<file path="config.mk">
export PLATFORM = sky130hd
export DESIGN_NAME = register_display_pager
export DESIGN_NICKNAME = d
export VERILOG_FILES = /design/src/rtl/register_display_pager.sv
export SDC_FILE = /design/constraint.sdc
export NUM_CORES = 1
export LEC_CHECK = 0
export BUFFER_PORTS_ARGS = -buffer_cell sky130_fd_sc_hd__buf_2
export CAP_MARGIN = 20
export CORE_MARGIN = 3
export CORE_UTILIZATION = 50
export CTS_CLUSTER_SIZE = 12
export DETAILED_ROUTE_END_ITERATION = 7
export HOLD_SLACK_MARGIN = 0.1
export PLACE_DENSITY_LB_ADDON = 0.15
export SYNTH_ARGS = -nofsm -noshare
export SYNTH_HDL_FRONTEND = slang
export SYNTH_SLANG_ARGS = --single-unit
export TNS_END_PERCENT = 5
</file>
<file path="constraint.sdc">
create_clock -name clk -period 5.45 [get_ports clk]
set_input_delay 0 -clock clk [delete_from_list [all_inputs] [get_ports clk]]
set_output_delay 0 -clock clk [all_outputs]
set_load 0.05 [all_outputs]
</file>
<file path="src/rtl/register_display_pager.sv">
// Pages four 16-bit registers at a time out of a CPU register bus for the VGA renderer.
// Once per frame, on the vsync rising edge, it takes a snapshot of the bus and applies any pending page advance.
module register_display_pager #(
  parameter int NUM_REGS        = 11,
  parameter int AUTO_FRAMES     = 120,
  parameter int DEBOUNCE_CYCLES = 500000
) (
  input  logic                    clk,
  input  logic                    rst,
  input  logic [16*NUM_REGS-1:0]  regs_in,
  input  logic                    vsync,
  input  logic                    btn_next,
  input  logic                    auto_en,
  input  logic                    freeze,
  output logic [63:0]             window,
  output logic [3:0]              base_idx,
  output logic [3:0]              slot_valid,
  output logic [1:0]              page,
  output logic                    update
);

  localparam int NUM_PAGES = (NUM_REGS + 3) / 4;
  localparam logic [1:0] LAST_PAGE = 2'(NUM_PAGES - 1);
  localparam int DCW = $clog2(DEBOUNCE_CYCLES + 1);
  localparam logic [DCW-1:0] DB_LAST = DCW'(DEBOUNCE_CYCLES - 1);
  localparam int FCW = $clog2(AUTO_FRAMES + 1);
  localparam logic [FCW-1:0] AF_LAST = FCW'(AUTO_FRAMES - 1);

  typedef enum logic [1:0] {IDLE, PRESS_WAIT, HELD, RELEASE_WAIT} db_state_t;

  function automatic logic [3:0] valid_mask(input logic [1:0] pg);
    logic [3:0] m;
    m = 4'b0000;
    for (int k = 0; k < 4; k++) begin
      m[3-k] = ((4 * int'(pg) + k) < NUM_REGS);
    end
    return m;
  endfunction

  db_state_t               db_state_q, db_state_d;
  logic [DCW-1:0]          db_cnt_q, db_cnt_d;
  logic [1:0]              btn_sync_q, btn_sync_d;
  logic [2:0]              vs_sync_q, vs_sync_d;
  logic [FCW-1:0]          fcnt_q, fcnt_d;
  logic                    pending_q, pending_d;
  logic [16*NUM_REGS-1:0]  snap_q, snap_d;
  logic [1:0]              page_q, page_d;
  logic [63:0]             window_q, window_d;
  logic [3:0]              base_idx_q, base_idx_d;
  logic [3:0]              slot_valid_q, slot_valid_d;
  logic                    update_q, update_d;

  logic                    btn_s, vs_edge_s, btn_evt_s, adv_s;
  logic [1:0]              page_n_s;
  logic [16*NUM_REGS-1:0]  snap_n_s;
  logic [63:0]             win_s;

  assign btn_s     = btn_sync_q[1];
  assign vs_edge_s = vs_sync_q[1] & ~vs_sync_q[2];

  // Button debouncer: accept a level only after it has been stable for DEBOUNCE_CYCLES.
  always_comb begin
    db_state_d = db_state_q;
    db_cnt_d   = db_cnt_q;
    btn_evt_s  = 1'b0;
    case (db_state_q)
      IDLE: begin
        if (btn_s) begin
          db_state_d = PRESS_WAIT;
          db_cnt_d   = '0;
        end
      end
      PRESS_WAIT: begin
        if (!btn_s) begin
          db_state_d = IDLE;
        end else if (db_cnt_q == DB_LAST) begin
          db_state_d = HELD;
          btn_evt_s  = 1'b1;
        end else begin
          db_cnt_d = db_cnt_q + 1'b1;
        end
      end
      HELD: begin
        if (!btn_s) begin
          db_state_d = RELEASE_WAIT;
          db_cnt_d   = '0;
        end
      end
      RELEASE_WAIT: begin
        if (btn_s) begin
          db_state_d = HELD;
        end else if (db_cnt_q == DB_LAST) begin
          db_state_d = IDLE;
        end else begin
          db_cnt_d = db_cnt_q + 1'b1;
        end
      end
      default: db_state_d = IDLE;
    endcase
  end

  // Frame bookkeeping; an auto expiry applies on the edge that detects it and merges with a pending press.
  always_comb begin
    btn_sync_d = {btn_sync_q[0], btn_next};
    vs_sync_d  = {vs_sync_q[1:0], vsync};
    adv_s      = vs_edge_s & (pending_q | (auto_en & (fcnt_q == AF_LAST)));
    pending_d  = (pending_q & ~vs_edge_s) | btn_evt_s;
    if (!auto_en || adv_s) begin
      fcnt_d = '0;
    end else if (vs_edge_s) begin
      fcnt_d = fcnt_q + 1'b1;
    end else begin
      fcnt_d = fcnt_q;
    end
    if (adv_s) begin
      page_n_s = (page_q == LAST_PAGE) ? 2'd0 : page_q + 2'd1;
    end else begin
      page_n_s = page_q;
    end
    snap_n_s = (vs_edge_s && !freeze) ? regs_in : snap_q;
  end

  // Window built from the next page and snapshot so every output moves in the same cycle.
  always_comb begin
    win_s = 64'h0;
    for (int k = 0; k < 4; k++) begin
      for (int r = 0; r < NUM_REGS; r++) begin
        win_s[16*(3-k) +: 16] = win_s[16*(3-k) +: 16] |
          (((4 * int'(page_n_s) + k) == r) ? snap_n_s[16*(NUM_REGS-1-r) +: 16] : 16'h0000);
      end
    end
    snap_d   = snap_n_s;
    page_d   = page_n_s;
    update_d = vs_edge_s;
    if (vs_edge_s) begin
      window_d     = win_s;
      base_idx_d   = {page_n_s, 2'b00};
      slot_valid_d = valid_mask(page_n_s);
    end else begin
      window_d     = window_q;
      base_idx_d   = base_idx_q;
      slot_valid_d = slot_valid_q;
    end
  end

  // State and output registers.
  always_ff @(posedge clk or negedge rst) begin
    if (!rst) begin
      db_state_q   <= IDLE;
      db_cnt_q     <= '0;
      btn_sync_q   <= 2'b00;
      vs_sync_q    <= 3'b000;
      fcnt_q       <= '0;
      pending_q    <= 1'b0;
      snap_q       <= '0;
      page_q       <= 2'd0;
      window_q     <= 64'h0;
      base_idx_q   <= 4'd0;
      slot_valid_q <= valid_mask(2'd0);
      update_q     <= 1'b0;
    end else begin
      db_state_q   <= db_state_d;
      db_cnt_q     <= db_cnt_d;
      btn_sync_q   <= btn_sync_d;
      vs_sync_q    <= vs_sync_d;
      fcnt_q       <= fcnt_d;
      pending_q    <= pending_d;
      snap_q       <= snap_d;
      page_q       <= page_d;
      window_q     <= window_d;
      base_idx_q   <= base_idx_d;
      slot_valid_q <= slot_valid_d;
      update_q     <= update_d;
    end
  end

  assign window     = window_q;
  assign base_idx   = base_idx_q;
  assign slot_valid = slot_valid_q;
  assign page       = page_q;
  assign update     = update_q;

endmodule
</file>
== Yosys cells after proc, flatten, opt, wreduce, memory -nomap -nowiden ==
Index checks and enable logic that the tools add are counted.

* Register bits: 283
* Input bits: 182
* Output and inout port bits: 75
* Word-level logic and storage cells: 175

* Add/sub/neg operators: 6
* Magnitude comparators: 4
* Eq/ne operators: 44
* Muxes and demuxes: 57
* Bitwise logic cells: 40
* Reductions and logical operators: 12

{| class="wikitable"
|+ Operators with widths
! kind !! count
|-
| two-way mux 16 bit || 36
|-
| OR 16 bit || 32
|-
| equality test 32 x 4 -> 1 bit (second input constant) || 12
|-
| equality test 32 x 5 -> 1 bit (second input constant) || 9
|-
| equality test 32 x 3 -> 1 bit (second input constant) || 6
|-
| two-way mux 176 bit || 1
|-
| zero test 32 bit || 4
|-
| equality test 32 x 2 -> 1 bit (second input constant) || 3
|-
| two-way mux 19 bit || 5
|-
| one-hot mux 19 bit (4 select lines) || 1
|-
| adder 19 x 1 -> 19 bit (second input constant) || 1
|-
| equality test 19 bit (second input constant) || 1
|-
| two-way mux 2 bit || 8
|-
| less-than comparator 5 x 4 -> 1 bit (second input constant) || 3
|-
| two-way mux 7 bit || 2
|-
| adder 4 x 2 -> 5 bit (second input constant) || 2
|-
| equality test 2 bit (second input constant) || 5
|-
| inequality test 2 bit (second input constant) || 4
|-
| one-hot mux 2 bit (4 select lines) || 1
|-
| AND reduction 4 bit || 2
|-
| adder 7 x 1 -> 7 bit (second input constant) || 1
|-
| equality test 7 bit (second input constant) || 1
|-
| inequality test 3 bit (second input constant) || 2
|-
| adder 4 x 1 -> 5 bit (second input constant) || 1
|-
| 12 further kinds || 20
|}

== Longest topological paths before layout ==
* Word-level depth: 18
* Depth in mapped cells: 9
* Mapped depth without buffers: 6

== Least setup slack after synthesis ==
Ideal clock, no wire load.

* Kind: register to register
* Start: reg page_q[1], in the netlist page[1]
* End: reg window_q[53], in the netlist window[53]
* Setup time: 0.121 ns
* Arrival time: 1.906 ns
* Required time: 5.329 ns
* Slack: 3.423 ns
* Stages on the path, launching flop included: 9
* Buffers on the path: 3
* Clock period less this slack: 2.027 ns
* Cell sequence: dfrtp_1 > buf_2 > and2b_1 > nand2_1 > o22a_1 > buf_2 > buf_2 > nor2_1 > o22a_1

* Cells in the longest elaborated chain, start to end: 7
* Elaborated cells on any way between the ends: 12
* Those cells by class: 1 x add/sub; 3 x eq/ne; 5 x mux; 2 x bitwise; 1 x reduce/logical

{| class="wikitable"
|+ RTL lines
! what !! line !! RTL
|-
| start, declared || 47 || <nowiki>logic [1:0] page_q, page_d;</nowiki>
|-
| start signal, assigned || 169 || <nowiki>page_q <= page_d;</nowiki>
|-
| adder 2 x 1 -> 2 bit / equality test 2 bit (equally long branches) || 116 || <nowiki>page_n_s = (page_q == LAST_PAGE) ? 2'd0 : page_q + 2'd1;</nowiki>
|-
| two-way mux 2 bit || 116 ||
|-
| two-way mux 2 bit (*) || 115 || <nowiki>if (adv_s) begin</nowiki>
|-
| zero test 32 bit / equality test 2 bit (equally long branches) || 129 || <nowiki>(((4 * int'(page_n_s) + k) == r) ? snap_n_s[16*(NUM_REGS-1-r) +: 16] : 16'h0000);</nowiki>
|-
| two-way mux 16 bit || 129 ||
|-
| OR 16 bit || 128 || <nowiki>win_s[16*(3-k) +: 16] = win_s[16*(3-k) +: 16] |</nowiki>
|-
| OR 16 bit (*) || 128 ||
|-
| end signal, assigned || 170 || <nowiki>window_q <= window_d;</nowiki>
|-
| end, declared || 48 || <nowiki>logic [63:0] window_q, window_d;</nowiki>
|}

Every way passes the cells marked *; elsewhere a longest branch is shown, timed or not.
A chain may end at the register's enable or synchronous reset.

== Worst setup path in the final report ==
* Start: reg fcnt_q[0]
* End: reg window_q[49], in the netlist window[49]

* Cells in the longest elaborated chain, start to end: 9
* Elaborated cells on any way between the ends: 13
* Those cells by class: 3 x eq/ne; 4 x mux; 5 x bitwise; 1 x reduce/logical

{| class="wikitable"
|+ RTL lines
! what !! line !! RTL
|-
| start, declared || 44 || <nowiki>logic [FCW-1:0] fcnt_q, fcnt_d;</nowiki>
|-
| start signal, assigned || 166 || <nowiki>fcnt_q <= fcnt_d;</nowiki>
|-
| equality test 7 bit (*) || 106 || <nowiki>adv_s = vs_edge_s & (pending_q | (auto_en & (fcnt_q == AF_LAST)));</nowiki>
|-
| AND 1 bit (*) || 106 ||
|-
| OR 1 bit (*) || 106 ||
|-
| AND 1 bit (*) || 106 ||
|-
| two-way mux 2 bit (*) || 115 ||
|-
| zero test 32 bit / equality test 2 bit (equally long branches) || 129 ||
|-
| two-way mux 16 bit || 129 ||
|-
| OR 16 bit || 128 ||
|-
| OR 16 bit (*) || 128 ||
|}

Marks and branches as above.

==> key figures <==
Global routing
  – First-pass GRT wire length: 62.1 mm
  – GRT Total Usage: 0.247
  – Largest net degree at the start of global routing: 146
  – Vias in the first global route: 11.9k
  – Initial antenna violation count: 3
  – GRT Residual Overflow: 0

CTS
  – Clock tree sinks: 281
  – Post-CTS Resized: 0
  – H-tree levels: 1
  – Hold-fix buffers, CTS: 183
  – TritonCTS clock tree: done
  – Clk Tree Root Cell: clkbuf_16
  – CTS Buf Count: 31
  – Post-CTS setup buffers: 0
  – Clock transition at path regs: 0.06 ns
  – Clock Tree Buf Depth: 3
  – Worst-skew pair later-pin latency: 0.55 ns

STA
  – Hold slack: 0.173 ns
  – Post-Route Skew: 0.0151 ns
  – Final Hold Vio Count: 0
  – Final worst path period share: 0.500
  – F_max: 0.367 GHz
  – Setup-failing EPs final: 0
  – Slew margin rel.: 0.313
  – RSZ-0062 raised after global routing: no
  – Total negative slack: 0 ns
  – Actual slew at the worst max-slew pin: 1.03 ns
  – Slew Limit Fails: 0
  – Tmin final: 2.72 ns

Logic synthesis
  – Sequential element share of the synthesized area: 0.507
  – Synth area leader: dfrtp_1
  – Synth top area share: 0.503
  – Synth area leaders: dfrtp_1, mux2_2, mux2i_1
  – Post-Synthesis Cell Area: 0.0139 mm²
  – Synthesized flop and latch total: 281
  – Mapped Cells: 1169
  – Most frequent cell after synthesis: dfrtp_1
  – Top_reg_cell synth: dfrtp_1
  – Asr flop ratio synth: 1.00
  – Number of flops mapped to enable cells by yosys: 0
  – Ys Warns: 0
  – Post-synth top cells: dfrtp_1, mux2_2, nand3_1
  – Syn Area/Cell: 11.9 µm²
  – Post-synthesis cell type count: 47

Critical path
  – Required time of the critical path: 5.89 ns
  – Worst Setup End Kind: register
  – Critical Path Fanout Max: 64
  – Worst r2r path cells: 7
  – Setup CP Type: register to register
  – Critical path arrival: 3.16 ns
  – Startpoint types: register

Power
  – Part of the power in the clock network: 0.378
  – PD cells: 326 mW/mm²
  – Leak: 0.00794 µW
  – Maximum vdd drop: 0.000281 V
  – Psw: 1600 µW
  – Comb pwr share: 0.192
  – Sequential power share: 0.430
  – Pint: 4350 µW
  – Net Sw Frac: 0.269

Placed design
  – Buffers on Ports: 254
  – DP Area: 0.0153 mm²
  – DP HPWL: 20.9 mm
  – Final GP Congestion: 0.780

Floorplan
  – Die height: 173 µm
  – # rows: 60
  – Die Wd: 173 µm
  – Core ar.: 0.0271 mm²
  – Die area: 0.0298 mm²
  – Initial core utilization: 0.512
  – I/O Pins: 257

Cells and area
  – Ratio of cells with drive above 1 in the final layout: 0.355
  – Post-route design area: 0.0183 mm²
  – P&R area growth vs syn: 31.8%
  – Nets: 1743

Route
  – Drt first-iter violations: 772
  – Final wirelength: 37.2 mm
  – Remaining DRCs: 0
  – Routed Antenna Nets: 0
  – DR vias/cell: 5.65
  – Drt wl/cell: 19.0 µm
  – Vias: 11.0k
  – DR pass1 iterations: 5

Min path
  – Hold/Removal Path Class: input pin to async pin

Outcome
  – Status: completed

Run
  – Max Cap Violations: 0
-- logic make-up (layout without fill, tap and decap cells) --
kind of cell	after synthesis	in the layout	synth area share
AO/OA/AOI/OAI	150	150	0.0889
adder cells (fa/ha/maj)	2	2	0.00180
AND/OR/NAND/NOR	293	293	0.100
buffers and inverters	102	513	0.0356
XOR/XNOR	10	10	0.00631
other	1	5	0.000270
flip-flops	281	281	0.507
multiplexers	330	330	0.260
-- area by class of cell --
class	instances	area [µm²]
inverters	5	21.3
multi-input cells	787	6370
flip-flops and latches	281	7040
well taps	372	465
clock inverters	8	165
clock buffers	47	936
fillers	2022	8820
diodes	3	7.51
repair buffers	453	3280
-- power groups by stage --
| stage | logic, µW | registers, µW | clock network, µW |
|---|---|---|---|
| floorplan | 540 | 2760 | 0 |
| global placement | 1010 | 2570 | 0 |
| detailed placement | 1030 | 2590 | 0 |
| CTS | 1140 | 2550 | 2290 |
| global route | 1230 | 2590 | 2370 |
| finish | 1140 | 2560 | 2250 |
-- layout by cell type (no fill, tap or decap), drive strengths merged, types with 5 or more instances in the layout --
| cell | count |
|---|---|
| o22a | 50 |
| clkbuf | 47 |
| dfrtp | 279 |
| nor2 | 67 |
| o21ai | 8 |
| a21oi | 6 |
| a22o | 10 |
| o2111ai | 50 |
| dlygate4sd3 | 183 |
| nand3 | 129 |
| mux2 | 231 |
| buf | 270 |
| bufinv | 5 |
| mux2i | 99 |
| nand2 | 64 |
| inv | 5 |
| xnor2 | 6 |
| o211ai | 21 |
-- through the flow --
stage          worst slack (ns)  utilization  instances  total power [µW]
2_1_floorplan              3.42            -       1170              3300
3_3_place_gp               2.79        0.565       1714              3580
3_5_place_dp               2.77        0.565       1714              3620
4_1_cts                    2.74        0.673       1952              5980
5_1_grt                    2.59        0.674       1956              6200
6_report                   2.73        0.674       1956              5950
-- worst paths after layout --
path                                        start  slack [ns]                      to
setup / recovery            fcnt_q[0]$_DFFE_PN0P_        2.73  window[49]$_DFFE_PN0P_
hold / removal                                rst        0.17    snap_q[57]$_DFF_PN0_
setup reg to reg            fcnt_q[0]$_DFFE_PN0P_        2.73  window[49]$_DFFE_PN0P_
hold reg to reg            vs_sync_q[0]$_DFF_PN0_        0.35  vs_sync_q[1]$_DFF_PN0_
max in group asynchronous                     rst        3.90  window[48]$_DFFE_PN0P_
min in group clk                      regs_in[39]        0.23    snap_q[39]$_DFF_PN0_
-- routing by layer --
metal / GRT usage / wire, µm / up-vias
li1: - / - / 5105
met1: 0.329 / 16600 / 5575
met2: 0.420 / 17800 / 303
met3: 0.0437 / 1990 / 61
met4: 0.0686 / 770 / 0
met5: 0 / 0 / -
-- critical path: stages, from the launching register on --
cell and delay (ns):
dfrtp_1 0.41, ha_1 0.26, nand4_2 0.14, o21a_1 0.34, mux2i_4 0.27, buf_4 0.69, o2111ai_1 0.26, o22a_1 0.22
-- sequential cells by signal (all words and copies together), names as in the netlist, named ones only --
name	cells
db_state_q	1
pending_q	1
base_idx	2
db_cnt_q	19
update	1
vs_sync_q	3
slot_valid	2
snap_q	176
page	2
btn_sync_q	2
window	64
fcnt_q	7
(Power assumes the default switching activity.)
